--- src/rtl/alu_core_if.sv ---
// Stimulus/response bundle between the ALU core and whatever drives it.
// The master drives operands and commands; the slave (the ALU) returns result and flags.
interface alu_core_if #(
  parameter int WIDTH = 8
);
  logic             ce;
  logic [1:0]       inp_valid;
  logic             mode;
  logic [3:0]       cmd;
  logic [WIDTH-1:0] opa;
  logic [WIDTH-1:0] opb;
  logic             cin;
  logic [WIDTH:0]   res;
  logic             err;
  logic             oflow;
  logic             cout;
  logic             g;
  logic             l;
  logic             e;

  modport master (
    output ce, inp_valid, mode, cmd, opa, opb, cin,
    input  res, err, oflow, cout, g, l, e
  );

  modport slave (
    input  ce, inp_valid, mode, cmd, opa, opb, cin,
    output res, err, oflow, cout, g, l, e
  );
endinterface

--- src/rtl/alu_core.sv ---
// Registered ALU that gathers split operands with a bounded 16-cycle wait
// and registers one result (or error) per completed operation.
module alu_core #(
  parameter int WIDTH = 8
) (
  input  logic       clk,
  input  logic       rst,
  alu_core_if.slave  bus
);
  localparam int SHW = $clog2(WIDTH);
  localparam logic [WIDTH:0] ONE = 1;

  typedef enum logic {ST_IDLE, ST_WAIT} state_t;

  typedef struct packed {
    logic [WIDTH:0] res;
    logic           err;
    logic           oflow;
    logic           cout;
    logic           g;
    logic           l;
    logic           e;
  } result_t;

  state_t           state_q;
  logic [3:0]       cnt_q;
  logic             haveA_q;
  logic [WIDTH-1:0] held_q;
  logic             heldMode_q;
  logic [3:0]       heldCmd_q;
  logic             heldCin_q;
  result_t          out_q;

  logic             selMode;
  logic [3:0]       selCmd;
  logic             selCin;
  logic [WIDTH-1:0] selA;
  logic [WIDTH-1:0] selB;
  logic             needA;
  logic             needB;
  logic             covered;
  logic             partial;
  logic             waitDone;
  logic [WIDTH:0]   aExt;
  logic [WIDTH:0]   bExt;
  logic [WIDTH:0]   cinExt;
  logic [2*WIDTH-1:0] rotL;
  logic [2*WIDTH-1:0] rotR;
  result_t          result_d;
  result_t          errRes;

  // In WAIT the latched command is used; the latched operand fills in
  // the missing side unless both arrive fresh.
  always_comb begin
    selMode = bus.mode;
    selCmd  = bus.cmd;
    selCin  = bus.cin;
    selA    = bus.opa;
    selB    = bus.opb;
    if (state_q == ST_WAIT) begin
      selMode = heldMode_q;
      selCmd  = heldCmd_q;
      selCin  = heldCin_q;
      if (bus.inp_valid != 2'b11) begin
        if (haveA_q) selA = held_q;
        else         selB = held_q;
      end
    end
  end

  always_comb begin
    needA = 1'b0;
    needB = 1'b0;
    if (bus.mode) begin
      case (bus.cmd)
        4'd0, 4'd1, 4'd2, 4'd3, 4'd8: begin needA = 1'b1; needB = 1'b1; end
        4'd4, 4'd5:                   needA = 1'b1;
        4'd6, 4'd7:                   needB = 1'b1;
        default: ;
      endcase
    end else begin
      case (bus.cmd)
        4'd0, 4'd1, 4'd2, 4'd3, 4'd4, 4'd5, 4'd12, 4'd13: begin needA = 1'b1; needB = 1'b1; end
        4'd6, 4'd8, 4'd9:                                 needA = 1'b1;
        4'd7, 4'd10, 4'd11:                               needB = 1'b1;
        default: ;
      endcase
    end
  end

  // Unused commands need nothing, so any non-empty inp_valid reaches the error result.
  assign covered  = (bus.inp_valid != 2'b00) && ((bus.inp_valid & {needB, needA}) == {needB, needA});
  assign partial  = needA && needB && (bus.inp_valid != 2'b00) && !covered;
  assign waitDone = (bus.inp_valid == 2'b11) || (haveA_q ? bus.inp_valid[1] : bus.inp_valid[0]);

  always_comb begin
    errRes     = '0;
    errRes.err = 1'b1;
  end

  always_comb begin
    result_d = '0;
    aExt     = {1'b0, selA};
    bExt     = {1'b0, selB};
    cinExt   = {{WIDTH{1'b0}}, selCin};
    rotL     = {selA, selA} << selB[SHW-1:0];
    rotR     = {selA, selA} >> selB[SHW-1:0];
    if (selMode) begin
      case (selCmd)
        4'd0: begin result_d.res = aExt + bExt;          result_d.cout  = result_d.res[WIDTH]; end
        4'd1: begin result_d.res = aExt - bExt;          result_d.oflow = aExt < bExt; end
        4'd2: begin result_d.res = aExt + bExt + cinExt; result_d.cout  = result_d.res[WIDTH]; end
        4'd3: begin result_d.res = aExt - bExt - cinExt; result_d.oflow = aExt < (bExt + cinExt); end
        4'd4: begin result_d.res = aExt + ONE;           result_d.cout  = &selA; end
        4'd5: begin result_d.res = aExt - ONE;           result_d.oflow = (selA == '0); end
        4'd6: begin result_d.res = bExt + ONE;           result_d.cout  = &selB; end
        4'd7: begin result_d.res = bExt - ONE;           result_d.oflow = (selB == '0); end
        4'd8: begin
          result_d.g = selA > selB;
          result_d.l = selA < selB;
          result_d.e = selA == selB;
        end
        default: result_d.err = 1'b1;
      endcase
    end else begin
      case (selCmd)
        4'd0:  result_d.res = {1'b0, selA & selB};
        4'd1:  result_d.res = {1'b0, ~(selA & selB)};
        4'd2:  result_d.res = {1'b0, selA | selB};
        4'd3:  result_d.res = {1'b0, ~(selA | selB)};
        4'd4:  result_d.res = {1'b0, selA ^ selB};
        4'd5:  result_d.res = {1'b0, ~(selA ^ selB)};
        4'd6:  result_d.res = {1'b0, ~selA};
        4'd7:  result_d.res = {1'b0, ~selB};
        4'd8:  result_d.res = {1'b0, selA >> 1};
        4'd9:  result_d.res = {1'b0, selA << 1};
        4'd10: result_d.res = {1'b0, selB >> 1};
        4'd11: result_d.res = {1'b0, selB << 1};
        4'd12: begin
          result_d.res = {1'b0, rotL[2*WIDTH-1:WIDTH]};
          result_d.err = |selB[WIDTH-1:SHW];
        end
        4'd13: begin
          result_d.res = {1'b0, rotR[WIDTH-1:0]};
          result_d.err = |selB[WIDTH-1:SHW];
        end
        default: result_d.err = 1'b1;
      endcase
    end
  end

  // Counter reaching 15 without completion means this is the 16th WAIT cycle.
  always_ff @(posedge clk) begin
    if (rst) begin
      state_q    <= ST_IDLE;
      cnt_q      <= '0;
      haveA_q    <= 1'b0;
      held_q     <= '0;
      heldMode_q <= 1'b0;
      heldCmd_q  <= '0;
      heldCin_q  <= 1'b0;
      out_q      <= '0;
    end else if (bus.ce) begin
      case (state_q)
        ST_IDLE: begin
          if (covered) begin
            out_q <= result_d;
          end else if (partial) begin
            state_q    <= ST_WAIT;
            cnt_q      <= '0;
            haveA_q    <= bus.inp_valid[0];
            held_q     <= bus.inp_valid[0] ? bus.opa : bus.opb;
            heldMode_q <= bus.mode;
            heldCmd_q  <= bus.cmd;
            heldCin_q  <= bus.cin;
          end else begin
            out_q <= errRes;
          end
        end
        ST_WAIT: begin
          if (waitDone) begin
            out_q   <= result_d;
            state_q <= ST_IDLE;
          end else if (cnt_q == 4'd15) begin
            out_q   <= errRes;
            state_q <= ST_IDLE;
          end else begin
            cnt_q <= cnt_q + 4'd1;
          end
        end
        default: state_q <= ST_IDLE;
      endcase
    end
  end

  assign bus.res   = out_q.res;
  assign bus.err   = out_q.err;
  assign bus.oflow = out_q.oflow;
  assign bus.cout  = out_q.cout;
  assign bus.g     = out_q.g;
  assign bus.l     = out_q.l;
  assign bus.e     = out_q.e;
endmodule

--- src/flat_wrapper.sv ---
// flat-port wrapper written by rule: the top's interface ports become plain ports
module alu_core_flat 
#(
  parameter int WIDTH = 8
)
  (clk, rst, bus_ce, bus_inp_valid, bus_mode, bus_cmd, bus_opa, bus_opb, bus_cin, bus_res, bus_err, bus_oflow, bus_cout, bus_g, bus_l, bus_e);
  alu_core_if #(.WIDTH(WIDTH)) bus_i ();
  input  logic clk;
  input  logic rst;
  input wire logic [$bits(bus_i.ce)-1:0] bus_ce;
  input wire logic [$bits(bus_i.inp_valid)-1:0] bus_inp_valid;
  input wire logic [$bits(bus_i.mode)-1:0] bus_mode;
  input wire logic [$bits(bus_i.cmd)-1:0] bus_cmd;
  input wire logic [$bits(bus_i.opa)-1:0] bus_opa;
  input wire logic [$bits(bus_i.opb)-1:0] bus_opb;
  input wire logic [$bits(bus_i.cin)-1:0] bus_cin;
  output wire logic [$bits(bus_i.res)-1:0] bus_res;
  output wire logic [$bits(bus_i.err)-1:0] bus_err;
  output wire logic [$bits(bus_i.oflow)-1:0] bus_oflow;
  output wire logic [$bits(bus_i.cout)-1:0] bus_cout;
  output wire logic [$bits(bus_i.g)-1:0] bus_g;
  output wire logic [$bits(bus_i.l)-1:0] bus_l;
  output wire logic [$bits(bus_i.e)-1:0] bus_e;
  assign bus_i.ce = bus_ce;
  assign bus_i.inp_valid = bus_inp_valid;
  assign bus_i.mode = bus_mode;
  assign bus_i.cmd = bus_cmd;
  assign bus_i.opa = bus_opa;
  assign bus_i.opb = bus_opb;
  assign bus_i.cin = bus_cin;
  assign bus_res = bus_i.res;
  assign bus_err = bus_i.err;
  assign bus_oflow = bus_i.oflow;
  assign bus_cout = bus_i.cout;
  assign bus_g = bus_i.g;
  assign bus_l = bus_i.l;
  assign bus_e = bus_i.e;
  alu_core #(.WIDTH(WIDTH)) u_core (.clk(clk), .rst(rst), .bus(bus_i));
endmodule
--- config.mk ---
export PLATFORM = sky130hd
export DESIGN_NAME = alu_core_flat
export DESIGN_NICKNAME = d
export VERILOG_FILES = /design/src/rtl/alu_core_if.sv /design/src/rtl/alu_core.sv /design/src/flat_wrapper.sv
export SDC_FILE = /design/constraint.sdc
export NUM_CORES = 1
export LEC_CHECK = 0
export CAP_MARGIN = 40
export CORE_UTILIZATION = 36
export CTS_CLUSTER_DIAMETER = 200
export CTS_CLUSTER_SIZE = 30
export DETAILED_ROUTE_END_ITERATION = 12
export PLACE_DENSITY = 0.59
export REMOVE_ABC_BUFFERS = 1
export SETUP_SLACK_MARGIN = 0.4
export SLEW_MARGIN = 20
export SYNTH_ARGS = -nofsm -noshare
export SYNTH_HDL_FRONTEND = slang
export SYNTH_SLANG_ARGS = --single-unit
export TNS_END_PERCENT = 100
--- constraint.sdc ---
create_clock -name clk -period 6.1 [get_ports clk]
set_input_delay 1.22 -clock clk [delete_from_list [all_inputs] [get_ports clk]]
set_output_delay 1.22 -clock clk [all_outputs]
set_load 0.01 [all_outputs]
# == Yosys cells after proc, flatten, opt, wreduce, memory -nomap -nowiden ==
# Cells that the tools add are included.
# op_classes
n_eq_ne,37
muxes,41
addsub,10
div,0
mul,0
reduce_logical,24
n_bitwise,11
shift,2
magnitude_cmp,4
# ops
cell,n
8-bit case mux with 14 select lines,1
9-bit case mux with 8 select lines,1
15-bit 2-to-1 mux,4
8-bit 2-to-1 mux,7
4-bit equality test (second input constant),13
8-bit inverter,5
4-bit by 3-bit equality test with 1-bit output (second input constant),8
15-bit case mux with 2 select lines,1
11-bit OR reduction,2
4-bit 2-to-1 mux,5
8-bit by 1-bit adder with 9-bit output (second input constant),2
8-bit by 1-bit subtractor with 9-bit output (second input constant),2
4-bit by 2-bit equality test with 1-bit output (second input constant),4
8-bit zero test,2
8-bit < comparator,2
8-bit AND reduction,2
16-bit by 3-bit << shifter with 16-bit output,1
16-bit by 3-bit right shift with 8-bit output,1
1-bit 2-to-1 mux,14
7-bit OR reduction,2
12-bit OR reduction,1
10-bit 2-to-1 mux,1
8-bit by 1-bit adder with 9-bit output,1
8-bit by 8-bit adder with 9-bit output,1
other kinds (35),46
# totals
mem_bits_rw,0
ff_bits,35
rom_bits,0
memories,0
inputBits,27
out_inout_bits,15
latch_bits,0

# == Depth between registers and ports, before layout ==
# Gate-level depths: netlist (run 1).
# depth
word_depth,12
ltp_mapped,17
ltp_nobuf,15

# == Least setup slack after synthesis (run 1) ==
# OpenSTA, ideal clock, no wires.
# synth_timing
path_type,input-to-reg
start,in bus_inp_valid[0]
end,"reg u_core.out_q, in the netlist u_core.bus.res[8]"
stages,16
slack_ps,1154
required_time_ps,5971
t_arrival_ps,4817
path_cell_list,clkbuf_1 -> a21boi_4 -> nand2_4 -> mux2i_4 -> buf_6 -> buf_2 -> inv_1 -> fa_1 -> a211oi_1 -> nor2_1 -> xor2_1 -> nand4_1 -> nor4bb_1 -> xor2_1 -> a22oi_1 -> a31oi_1
# synth_between
elab_chain_cells,9
elab_cells_between_ends,31
cone_classes,add/sub: 8; eq/ne: 5; mux: 10; bitwise: 1; reduce/logical: 7
# synth_lines
item,line_no,rtl
"start, declared",flat_wrapper.sv:11,input wire logic [$bits(bus_i.inp_valid)-1:0] bus_inp_valid;
2-bit != test,alu_core.sv:64,if (bus.inp_valid != 2'b11) begin
8-bit 2-to-1 mux,alu_core.sv:64,
8-bit 2-to-1 mux,alu_core.sv:60,if (state_q == ST_WAIT) begin
8-bit by 8-bit subtractor with 9-bit output or 8-bit by 8-bit adder with 9-bit output (tied branches),n/a,
9-bit by 1-bit subtractor with 9-bit output or 9-bit by 1-bit adder with 9-bit output (tied branches),"alu_core.sv:113, alu_core.sv:112",
9-bit case mux with 8 select lines,alu_core.sv:109,case (selCmd)
10-bit 2-to-1 mux,alu_core.sv:108,if (selMode) begin
15-bit 2-to-1 mux (on tied branches),"alu_core.sv:181, alu_core.sv:166",
15-bit case mux with 2 select lines,alu_core.sv:164,case (state_q)
"end signal, assigned",alu_core.sv:167,out_q <= result_d;
"end signal, assigned",alu_core.sv:182,out_q <= result_d;
"end signal, assigned",alu_core.sv:185,out_q <= errRes;
"end, declared",alu_core.sv:32,result_t out_q;
# Parallel ways exist; a longest one is shown, timed or not.
# A chain may end at the register's enable or synchronous reset.

# == Worst setup path after layout (run 1) ==
# layout_timing
start,in bus_inp_valid[1]
end,"reg u_core.out_q, in the netlist u_core.bus.res[7]"
# layout_between
elab_chain_cells,9
elab_cells_between_ends,42
cone_classes,add/sub: 8; eq/ne: 5; shift: 2; mux: 11; bitwise: 9; reduce/logical: 7
# layout_lines
item,line_no,rtl
2-bit != test,alu_core.sv:64,
8-bit 2-to-1 mux,alu_core.sv:64,
8-bit 2-to-1 mux,alu_core.sv:60,
8-bit by 8-bit subtractor with 9-bit output (tied with other cells),"alu_core.sv:111, alu_core.sv:113",
9-bit by 1-bit subtractor with 9-bit output (tied with other cells),alu_core.sv:113,4'd3: begin result_d.res = aExt - bExt - cinExt; result_d.oflow = aExt < (bExt + cinExt); end
9-bit case mux with 8 select lines or 8-bit case mux with 14 select lines (tied branches),"alu_core.sv:109, alu_core.sv:126",
10-bit 2-to-1 mux,alu_core.sv:108,
15-bit 2-to-1 mux (on tied branches),"alu_core.sv:181, alu_core.sv:166",
15-bit case mux with 2 select lines,alu_core.sv:164,
# Parallel ways exist; a longest one is shown, timed or not.

==> metrics.md, run 1 <==
| Metric | Value |
|---|---|
| Syn_area_per_cell | `around 7.6 um^2` |
| Post-route DRC | `0` |
| Number of global-route vias before repair | `6116` |
| Final Skew | `about 0.0032 ns` |
| Place WS | `a little under 0.5 ns` |
| Sw frac | `0.446` |
| H-tree depth | `2` |
| Final setup TNS | `0 ns` |
| Tightest Pin Transition | `0.786 ns` |
| GRT Util Overall | `0.277` |
| Peak Freq | `185 MHz` |
| Placed Area | `between 6000 and 7000 um^2` |
| Initial antenna violation count | `0` |
| Die span in y | `132 um` |
| Cts bufs inserted | `5` |
| Post-CTS sizing | `0` |
| Synth-to-layout area growth | `14.8%` |
| Hold EP | `u_core.bus.g$_SDFFE_PP0P_` |
| Max VDD drop | `approximately 0.12 mV` |
| #FFs+latches synth | `35` |
| Commonest cells after routing, fill and taps aside | `nand2_1, nor2_1, ha_1` |
| # fillers | `1653` |
| Initial DRC Count | `~770` |
| Worst path arrival time | `5.55 ns` |
| Reg power frac | `0.215` |
| Worst R2R Path Depth | `13` |
| Hold Path Class | `flip-flop to flip-flop` |
| Clk_lat worst skew | `~0.3 ns` |
| Clk pwr share | `0.231` |
| Min Tclk post-route | `roughly 5.4 ns` |
| Global route total overflow | `0` |
| DR vias/cell | `roughly 6.3` |
| Comb power frac | `0.554` |
| Drt wl/cell | `23.0 um` |
| Die width | `between 100 and 150 um` |
| Initial Util | `0.375` |
| Worst setup margin | `around 0.70 ns` |
| Post-synth top flop | `dfxtp_1` |
| Postcts setup bufs | `0` |
| Largest net degree at the start of global routing | `28` |
| Final net count | `approximately 900` |
| Switching pwr | `0.000520 W` |
| Synth Instances | `~800` |
| Std-Cell Rows | `between 40 and 50` |
| Clk slew on worst S/H paths | `approximately 0.06 ns` |
| Routed WL | `~24000 um` |
| ANT nets after route | `0` |
| Worst path required time | `approximately 6.3 ns` |
| Final Max Slew Viols | `0` |
| DRT Pass-1 Iters | `6` |
| CTS root buffer | `clkbuf_16` |
| Leak Pwr | `between 2 and 3 nW` |
| Max cap viols | `0` |
| Synth area leaders | `ha_1, dfxtp_1, mux2i_1, nand2_1, xnor2_1` |
| Synth cell types | `76` |
| Io pins | `42` |
| FF-to-FF End | `u_core.bus.res[7]$_SDFFE_PP0P_` |
| RSZ-0062 raised after global routing | `no` |
| Die area | `17300 um^2` |
| Hold Crit Start | `u_core.bus.g$_SDFFE_PP0P_` |
| Port bufs | `41` |
| Hold_buf cts | `0` |
| Outcome | `finished clean` |
| Antenna diode count | `0` |
| Reg-to-Reg Start | `u_core.state_q$_SDFFE_PP0P_` |
| EDFF count, synth | `0` |
| Hold Vio Cnt, Final | `0` |
| Synth area leader | `ha_1` |
| Clock Sinks | `35` |
| WHS Path Cells | `2` |
| CP Launch Type | `input pin` |
| Vias | `between 6000 and 7000` |
| YS warnings | `0` |
| Gpl congestion | `1.00` |
| Post-DP HPWL | `18700 um` |
| Layout cells sized above 1 | `0.102` |
| Setup-failing EPs final | `0` |
| Mapped Area | `around 6000 um^2` |
| Critical Path Fanout Max | `11` |
| Post-synth top area share | `0.124` |
| Pint | `about 0.00065 W` |
| Core ar. | `between 15000 and 20000 um^2` |
| Async S/R FF share, synth | `0` |
| Tcrit/Tclk final | `0.884` |
| Clock Tree Buf Depth | `2` |
| Sequential cell area fraction in the yosys report | `0.116` |
| Critical path type | `input pin to flip-flop` |
| Final std cell area, no fill | `around 6900 um^2` |
| CP Capture Type | `flip-flop` |
| Worst reg2reg setup slack | `around 1.4 ns` |
| Commonest non-fill, non-tap cell in the layout | `nand2_1` |
| Power per Cell Area | `~170 nW/um^2` |
| CTS tree | `yes` |
| First-pass GRT wire length | `roughly 37000 um` |
| Slew HR | `0.465` |
==> routing by layer <==
layer  track usage  share of wire  vias to the layer above
li1              -              -                     3059
met1         0.368           0.44                     3075
met2         0.422           0.43                      382
met3        0.0544          0.086                       80
met4         0.137          0.051                        0
met5             0              0                        -
==> worst max-delay path by stage <==
stage	startpoint	to	slack (ns)
floorplan	bus_inp_valid[1]	u_core.bus.res[8]$_SDFFE_PP0P_	0.45
global placement	bus_inp_valid[1]	u_core.bus.res[7]$_SDFFE_PP0P_	0.60
detailed placement	bus_inp_valid[1]	u_core.bus.res[7]$_SDFFE_PP0P_	0.49
CTS	bus_inp_valid[1]	u_core.bus.res[7]$_SDFFE_PP0P_	0.80
global route	bus_cmd[3]	u_core.bus.res[8]$_SDFFE_PP0P_	0.41
finish	bus_inp_valid[1]	u_core.bus.res[7]$_SDFFE_PP0P_	0.70
==> worst max-delay path: stages <==
cell	delay, ns
clkdlybuf4s50_1	0.58
a21boi_4	0.33
nand2_4	0.20
mux2i_4	0.47
inv_2	0.25
ha_1	0.26
or2_2	0.30
o211a_1	0.23
o311ai_0	0.66
nand4_1	0.28
o211ai_1	0.24
a21oi_1	0.09
o41ai_1	0.32
nand3_1	0.12
==> power groups by stage <==
stage	clock, W	sequential (W)	combinational, W
2_1_floorplan	0	0.000257	0.000408
3_3_place_gp	0	0.000256	0.000625
3_5_place_dp	0	0.000256	0.000625
4_1_cts	0.000274	0.000251	0.000628
5_1_grt	0.000283	0.000253	0.000694
6_report	0.000270	0.000251	0.000646
==> cells in the mapped netlist, types with 6 or more instances <==
| master | instances |
|---|---|
| a2111oi_0 | 6 |
| inv_1 | 26 |
| nor2b_1 | 8 |
| nor3_1 | 21 |
| a31oi_1 | 8 |
| xor2_1 | 10 |
| and2_1 | 6 |
| clkbuf_1 | 29 |
| nand2b_1 | 10 |
| mux2i_1 | 39 |
| a211oi_1 | 21 |
| o22ai_1 | 22 |
| o21ai_0 | 31 |
| nor2_1 | 67 |
| ha_1 | 60 |
| dfxtp_1 | 35 |
| xnor2_1 | 35 |
| inv_2 | 7 |
| buf_2 | 10 |
| and3_1 | 7 |
| nand4_1 | 11 |
| o221ai_1 | 9 |
| nor4_1 | 11 |
| a21oi_1 | 52 |
| mux2i_4 | 8 |
| o211ai_1 | 13 |
| mux4_2 | 8 |
| nand2_1 | 82 |
| nand3_1 | 19 |
| mux2_2 | 9 |
==> per-stage QoR <==
| stage | util | hold slack (ns) | cells | total power [W] |
|---|---|---|---|---|
| 4_1_cts | 0.430 | 0.459 | 1041 | 0.00115 |
| 3_5_place_dp | 0.421 | 0.440 | 1034 | 0.000881 |
| 6_report | 0.431 | 0.453 | 1042 | 0.00117 |
| 5_1_grt | 0.431 | 0.482 | 1042 | 0.00123 |
| 2_1_floorplan | - | 0.427 | 746 | 0.000664 |
| 3_3_place_gp | 0.419 | 0.438 | 1030 | 0.000881 |
==> state kept, by name, summed over array words and instances (netlist names) <==
name and count:
u_core.bus.cout 1, u_core.bus.e 1, u_core.bus.err 1, u_core.bus.g 1
u_core.bus.l 1, u_core.bus.oflow 1, u_core.bus.res 9, u_core.cnt_q 4
u_core.haveA_q 1, u_core.heldCin_q 1, u_core.heldCmd_q 4, u_core.heldMode_q 1
u_core.held_q 8, u_core.state_q 1
==> cell families (layout without fill, tap and decap cells) <==
family	Yosys count	count (layout)	share of synthesized area
fa+ha+maj	64	64	0.138
mux	66	66	0.146
xor+xnor	45	45	0.0652
compound gates	243	243	0.280
simple gates	259	259	0.204
flops	35	35	0.116
buf+inv	78	114	0.0518
==> cell type report <==
class | instances | area (um^2) | share of cell area
Clock buffer | 6 | 139 | 0.0200
Clock inverter | 1 | 5.00 | 0.000721
Tap cell | 216 | 270 | 0.0389
Sequential cell | 35 | 701 | 0.101
Timing Repair Buffer | 73 | 651 | 0.0938
Multi-Input combinational cell | 677 | 5050 | 0.727
Inverter | 34 | 128 | 0.0184
No activity file was read; power rests on OpenSTA's default activity.
==> run 2, diff against run 1 <==
- PLACE_DENSITY: 0.59 -> not set
- PLACE_DENSITY_LB_ADDON: not set -> 0.3
- RECOVER_POWER: not set -> 100
==> run 2 against run 1 <==
  * First-iteration DRC count is 3.2% lower
  * Register-to-register slack better by 0.19 ns
  * Maximum frequency is 3.2% lower
  * Cell count stayed put
  * Critical path depth stayed put
  * Via count is 0.35% lower
  * Flip-flop and latch count stayed put
  * Combinational power is 1% lower
  * Routed wire length is 2.9% lower
  * Total power is 1.4% lower
  * Die area stayed put
  * Design area is 0.70% lower
  * Critical endpoint is now u_core.bus.res[8]$_SDFFE_PP0P_
==> metrics.md, run 2 (synthesis results as in run 1) <==
| Metric | Value |
|---|---|
| Outcome | `finished clean (unchanged)` |
| Crit path cell chain | `dlygate4sd3_1 > nand2b_1 > o22ai_1 > nand2_1 > inv_1 > ha_1 > a21oi_1 > nor2_1 > a2111oi_0 > o21bai_1 > a21oi_1 > mux2_1 > nor3_1 > a31oi_1 (was clkdlybuf4s50_1 > a21boi_4 > nand2_4 > mux2i_4 > inv_2 > ha_1 > or2_2 > o211a_1 > o311ai_0 > nand4_1 > o211ai_1 > a21oi_1 > o41ai_1 > nand3_1)` |
| Power per Cell Area | `167 nW/um^2 (was 168 nW/um^2)` |
| Antenna diode count | `0 (unchanged)` |
| CTS tree | `yes (unchanged)` |
| Final setup TNS | `0 ns (unchanged)` |
| Cts bufs inserted | `5 (unchanged)` |
| Sw frac | `0.450 (was 0.446)` |
| Reg-to-Reg Start | `u_core.state_q$_SDFFE_PP0P_ (unchanged)` |
| Hold Vio Cnt, Final | `0 (unchanged)` |
| Largest register FFs | `9 (unchanged)` |
| Clk_lat worst skew | `0.30 ns (about the same)` |
| Final Skew | `0.00736 ns (was 0.00319 ns)` |
| Die width | `132 um (unchanged)` |
| CTS root buffer | `clkbuf_16 (unchanged)` |
| Crit. Startpoint | `bus_cmd[0] (was bus_inp_valid[1])` |
| Initial DRC Count | `746 (was 771)` |
| Setup-failing EPs final | `0 (unchanged)` |
| ANT nets after route | `0 (unchanged)` |
| Core ar. | `16100 um^2 (unchanged)` |
| Hold Crit Start | `u_core.bus.res[4]$_SDFFE_PP0P_ (was u_core.bus.g$_SDFFE_PP0P_)` |
| Global route total overflow | `0 (unchanged)` |
| Clk pwr share | `0.229 (was 0.231)` |
| Worst path required time | `6.27 ns (was 6.26 ns)` |
| Reg power frac | `0.216 (was 0.215)` |
| # fillers | `1657 (was 1653)` |
| Vias | `6573 (was 6596)` |
| Port bufs | `41 (unchanged)` |
| Initial antenna violation count | `1 (was 0)` |
| Postcts setup bufs | `0 (unchanged)` |
| DR vias/cell | `6.31 (was 6.33)` |
| Std-Cell Rows | `46 (unchanged)` |
| Worst path arrival time | `5.75 ns (was 5.55 ns)` |
| Drt wl/cell | `22.4 um (was 23.0 um)` |
| GRT Util Overall | `0.269 (was 0.277)` |
| Io pins | `42 (unchanged)` |
| Critical Path Fanout Max | `11 (unchanged)` |
| Number of global-route vias before repair | `6232 (was 6116)` |
| Final net count | `916 (was 917)` |
| Gpl congestion | `1.01 (was 1.00)` |
| Hold Path Class | `flip-flop to flip-flop (unchanged)` |
| First-pass GRT wire length | `36200 um (was 36900 um)` |
| Peak Freq | `179 MHz (was 185 MHz)` |
| Synth-to-layout area growth | `14.0% (was 14.8%)` |
| Die area | `17300 um^2 (unchanged)` |
| Largest net degree at the start of global routing | `34 (was 28)` |
| Crit-path most repeated cell | `a21oi_1` |
| Commonest non-fill, non-tap cell in the layout | `nand2_1 (unchanged)` |
| Initial Util | `0.375 (unchanged)` |
| Switching pwr | `0.000518 W (was 0.000520 W)` |
| Min Tclk post-route | `5.57 ns (was 5.40 ns)` |
| Max cap viols | `0 (unchanged)` |
| CP Capture Type | `flip-flop (unchanged)` |
| Clock Tree Buf Depth | `2 (unchanged)` |
| Clock Sinks | `35 (unchanged)` |
| Fin util | `0.428 (was 0.431)` |
| Comb power frac | `0.555 (was 0.554)` |
| Worst reg2reg setup slack | `1.59 ns (was 1.40 ns)` |
| CP Launch Type | `input pin (unchanged)` |
| Post-CTS sizing | `0 (unchanged)` |
| Commonest cells after routing, fill and taps aside | `nand2_1, nor2_1, ha_1 (unchanged)` |
| Routed WL | `23300 um (was 24000 um)` |
| H-tree depth | `2 (unchanged)` |
| Post-route DRC | `0 (unchanged)` |
| Post-DP HPWL | `18100 um (was 18700 um)` |
| Leak Pwr | `2.79 nW (was 2.75 nW)` |
| Max VDD drop | `0.0975 mV (was 0.120 mV)` |
| Biggest cell delay along the critical path | `0.82 ns (was 0.66 ns)` |
| Die span in y | `132 um (unchanged)` |
| Crit-path slowest cell | `dlygate4sd3_1 (was o311ai_0)` |
| Pint | `0.000633 W (was 0.000647 W)` |
| DRT Pass-1 Iters | `5 (was 6)` |
| Final Max Slew Viols | `0 (unchanged)` |
| Critical path type | `input pin to flip-flop (unchanged)` |
| Hold_buf cts | `0 (unchanged)` |
| Tcrit/Tclk final | `0.914 (was 0.884)` |
| Tightest Pin Transition | `0.955 ns (was 0.786 ns)` |
| Clk slew on worst S/H paths | `0.06 ns (about the same)` |
| Slew HR | `0.361 (was 0.465)` |
| Layout cells sized above 1 | `0.0932 (was 0.102)` |
| RSZ-0062 raised after global routing | `no (unchanged)` |
## run 2: cell type report
cell class / instances / area [um^2] / share of cell area
multi-input combinational: 677 / 5020 / 0.728
sequential: 35 / 701 / 0.102
timing repair buffer: 72 / 634 / 0.0921
tap: 216 / 270 / 0.0392
clock buffer: 6 / 129 / 0.0187
inverter: 34 / 128 / 0.0185
clock inverter: 2 / 12.5 / 0.00182
## run 2: per-stage QoR
stage	cells	cell area (um^2)	power (W)	setup slack [ns]	hold slack [ns]
floorplan	746	5860	0.000664	0.447	0.427
global placement	1030	6750	0.000873	0.419	0.439
detailed placement	1034	6780	0.000875	0.466	0.446
CTS	1042	6920	0.00114	0.759	0.456
global route	1042	6890	0.00121	0.323	0.480
finish	1042	6890	0.00115	0.525	0.451
## run 2: worst paths after layout
check	cells past startpoint	to
worst min-delay path	2	u_core.bus.res[4]$_SDFFE_PP0P_
worst max-delay path	14	u_core.bus.res[8]$_SDFFE_PP0P_
worst max register to register	14	u_core.bus.res[8]$_SDFFE_PP0P_
worst min register to register	2	u_core.bus.res[4]$_SDFFE_PP0P_
## run 2: critical path, delay by kind of cell
kind	cells	cell delay, ns
AO/OA/AOI/OAI	6	1.86
buffers and inverters	2	1.17
AND/OR/NAND/NOR	4	0.73
multiplexers	1	0.40
adder cells (fa/ha/maj)	1	0.36
## run 2: power by group through the flow
| stage | clock network, W | logic, W | registers [W] |
|---|---|---|---|
| 6_report | 0.000263 | 0.000639 | 0.000249 |
| 5_1_grt | 0.000277 | 0.000687 | 0.000250 |
| 4_1_cts | 0.000268 | 0.000623 | 0.000249 |
| 3_5_place_dp | 0 | 0.000621 | 0.000254 |
| 3_3_place_gp | 0 | 0.000619 | 0.000254 |
| 2_1_floorplan | 0 | 0.000408 | 0.000257 |
## run 2: routing by layer
metal	GRT usage	share of wire	up-vias
met4	0.132	0.048	2
met2	0.399	0.42	378
met5	0	0.00060	-
met1	0.365	0.43	3041
met3	0.0583	0.10	92
li1	-	-	3060
==> run 3, diff against run 2 <==
- MAX_ROUTING_LAYER: not set -> met4
==> run 3 against run 2 <==
  * Non-clock buffer count increased by 7
  * Maximum frequency increased by 1.1%
  * Design area increased by 1.5%
  * Cell count grew 0.67%
  * Sequential power about the same
  * Critical path type unchanged
  * Critical endpoint is now u_core.bus.res[7]$_SDFFE_PP0P_
  * Largest power group unchanged
==> metrics.md, run 3 (synthesis results as in run 1) <==
| Metric | Value |
|---|---|
| Port bufs | `41 (unchanged)` |
| Die area | `17300 um^2 (unchanged)` |
| Reg-to-Reg Start | `u_core.state_q$_SDFFE_PP0P_ (unchanged)` |
| Routed WL | `24300 um (was 23300 um)` |
| Worst reg2reg setup slack | `1.72 ns (was 1.59 ns)` |
| Synth-to-layout area growth | `15.8% (was 14.0%)` |
| Max VDD drop | `0.104 mV (was 0.0975 mV)` |
| Clock Sinks | `35 (unchanged)` |
| Largest register FFs | `9 (unchanged)` |
| Clock Tree Buf Depth | `2 (unchanged)` |
| Max cap viols | `0 (unchanged)` |
| Initial DRC Count | `805 (was 746)` |
| Initial Util | `0.375 (unchanged)` |
| Clk pwr share | `0.258 (was 0.229)` |
| Worst R2R Path Depth | `14 (unchanged)` |
| CP Capture Type | `flip-flop (unchanged)` |
| Antenna diode count | `0 (unchanged)` |
| Vias | `6680 (was 6573)` |
| Outcome | `finished clean (unchanged)` |
| Clk slew on worst S/H paths | `0.06 ns (about the same)` |
| Cts bufs inserted | `5 (unchanged)` |
| Pint | `0.000693 W (was 0.000633 W)` |
| CTS root buffer | `clkbuf_16 (unchanged)` |
| Peak Freq | `181 MHz (was 179 MHz)` |
| DR vias/cell | `6.37 (was 6.31)` |
| Comb power frac | `0.537 (was 0.555)` |
| Final Skew | `0.00581 ns (was 0.00736 ns)` |
| GRT Util Overall | `0.289 (was 0.269)` |
| Critical Path Fanout Max | `11 (unchanged)` |
| H-tree depth | `2 (unchanged)` |
| Initial antenna violation count | `0 (was 1)` |
| Drt wl/cell | `23.2 um (was 22.4 um)` |
| Post-DP HPWL | `19100 um (was 18100 um)` |
| Worst path arrival time | `5.68 ns (was 5.75 ns)` |
| Reg power frac | `0.204 (was 0.216)` |
| Core ar. | `16100 um^2 (unchanged)` |
| Switching pwr | `0.000528 W (was 0.000518 W)` |
| Commonest cells after routing, fill and taps aside | `nand2_1, nor2_1, ha_1 (unchanged)` |
| Global route total overflow | `0 (unchanged)` |
| # fillers | `1708 (was 1657)` |
| Commonest non-fill, non-tap cell in the layout | `nand2_1 (unchanged)` |
| Largest net degree at the start of global routing | `28 (was 34)` |
| Final net count | `923 (was 916)` |
| First-pass GRT wire length | `37900 um (was 36200 um)` |
| Leak Pwr | `2.83 nW (was 2.79 nW)` |
| DRT Pass-1 Iters | `5 (unchanged)` |
| Power per Cell Area | `175 nW/um^2 (was 167 nW/um^2)` |
| Number of global-route vias before repair | `6316 (was 6232)` |
| Die span in y | `132 um (unchanged)` |
| Sw frac | `0.433 (was 0.450)` |
| Crit. Startpoint | `bus_cmd[0] (unchanged)` |
| Worst path required time | `6.27 ns (about the same)` |
| Min Tclk post-route | `5.52 ns (was 5.57 ns)` |
| Io pins | `42 (unchanged)` |
| RSZ-0062 raised after global routing | `no (unchanged)` |
| Hold Vio Cnt, Final | `0 (unchanged)` |
| CP Launch Type | `input pin (unchanged)` |
| Slew HR | `0.280 (was 0.361)` |
| Setup-failing EPs final | `0 (unchanged)` |
| Std-Cell Rows | `46 (unchanged)` |
| Tcrit/Tclk final | `0.904 (was 0.914)` |
| Tightest Pin Transition | `1.07 ns (was 0.955 ns)` |
| CP endpoint | `u_core.bus.res[7]$_SDFFE_PP0P_ (was u_core.bus.res[8]$_SDFFE_PP0P_)` |
| Hold Path Class | `flip-flop to flip-flop (unchanged)` |
| Post-route DRC | `0 (unchanged)` |
| Final Max Slew Viols | `0 (unchanged)` |
| Gpl congestion | `1.03 (was 1.01)` |
| Final setup TNS | `0 ns (unchanged)` |
| Total power | `0.00122 W (was 0.00115 W)` |
| ANT nets after route | `0 (unchanged)` |
| CTS tree | `yes (unchanged)` |
| Clk_lat worst skew | `0.30 ns (about the same)` |
| Critical path type | `input pin to flip-flop (unchanged)` |
| Layout cells sized above 1 | `0.0996 (was 0.0932)` |
| FF-to-FF End | `u_core.bus.res[7]$_SDFFE_PP0P_ (was u_core.bus.res[8]$_SDFFE_PP0P_)` |
| Die width | `132 um (unchanged)` |
-- run 3: cell count changes in the layout (fill, tap and decap cells not counted), sizes merged --
cell / before / now
clkdlybuf4s50: 23 / 22
clkinvlp: 1 / 0
buf: 29 / 33
clkbuf: 7 / 10
dlymetal6s2s: 0 / 1
bufinv: 0 / 1
-- run 3: how the worst min path moves through the flow --
| stage | from | to | slack, ns | depth (start not counted) |
|---|---|---|---|---|
| after floorplan | u_core.heldCin_q$_SDFFE_PP0P_ | u_core.heldCin_q$_SDFFE_PP0P_ | 0.43 | 2 |
| after global placement | u_core.bus.res[2]$_SDFFE_PP0P_ | u_core.bus.res[2]$_SDFFE_PP0P_ | 0.44 | 2 |
| after detailed placement | u_core.bus.g$_SDFFE_PP0P_ | u_core.bus.g$_SDFFE_PP0P_ | 0.44 | 2 |
| after CTS | u_core.bus.res[4]$_SDFFE_PP0P_ | u_core.bus.res[4]$_SDFFE_PP0P_ | 0.45 | 2 |
| after global routing | u_core.heldCin_q$_SDFFE_PP0P_ | u_core.heldCin_q$_SDFFE_PP0P_ | 0.47 | 2 |
| final | u_core.bus.g$_SDFFE_PP0P_ | u_core.bus.g$_SDFFE_PP0P_ | 0.44 | 2 |
-- run 3: power by group through the flow --
stage                     combinational [W]  clock [W]  sequential (W)
after floorplan                    0.000408          0        0.000257
after global placement             0.000637          0        0.000256
after detailed placement           0.000634          0        0.000257
after CTS                          0.000636   0.000319        0.000252
after global routing               0.000703   0.000328        0.000251
final                              0.000656   0.000315        0.000250
-- run 3: what timing repair did --
action | 4_1_cts | 5_1_grt
endpoints found under the setup margin | 0 | 3
resized for setup | 0 | 1
setup buffers | 0 | 0
hold buffers | 0 | 0
-- run 3: cell type report --
| class | instances | area, um^2 | area share |
|---|---|---|---|
| well taps | 216 | 270 | 0.0386 |
| repair buffers | 79 | 689 | 0.0986 |
| clock inverters | 2 | 35.0 | 0.00501 |
| flip-flops and latches | 35 | 701 | 0.100 |
| inverters | 34 | 128 | 0.0182 |
| clock buffers | 6 | 139 | 0.0199 |
| multi-input cells | 677 | 5030 | 0.719 |
-- run 3: critical path: stages --
cell and delay (ns):
dlygate4sd3_1 0.82, nor2b_1 0.24, a32oi_1 0.14, nor2_1 0.69
clkbuf_1 0.44, ha_1 0.27, nor2_1 0.06, a221o_1 0.36
a21oi_1 0.15, a2bb2oi_1 0.16, a41oi_1 0.25, a221o_1 0.40
o41ai_1 0.38, nand3_1 0.10
-- run 3: per-layer routing --
metal	wire length, um	share of wire	GRT usage
met3	2070	0.085	0.0382
met4	1140	0.047	0.123
met5	0	0	-
met2	10500	0.43	0.438
met1	10600	0.44	0.384
-- run 3: per-stage QoR --
step                utilization  hold slack (ns)  instances  worst slack (ns)  cell area, um^2
floorplan                     -            0.427        746             0.447             5860
global placement          0.422            0.436       1036             0.324             6800
detailed placement        0.423            0.438       1039             0.372             6820
CTS                       0.434            0.452       1047             0.643             6990
global route              0.434            0.472       1049             0.363             6990
finish                    0.434            0.444       1049             0.584             6990
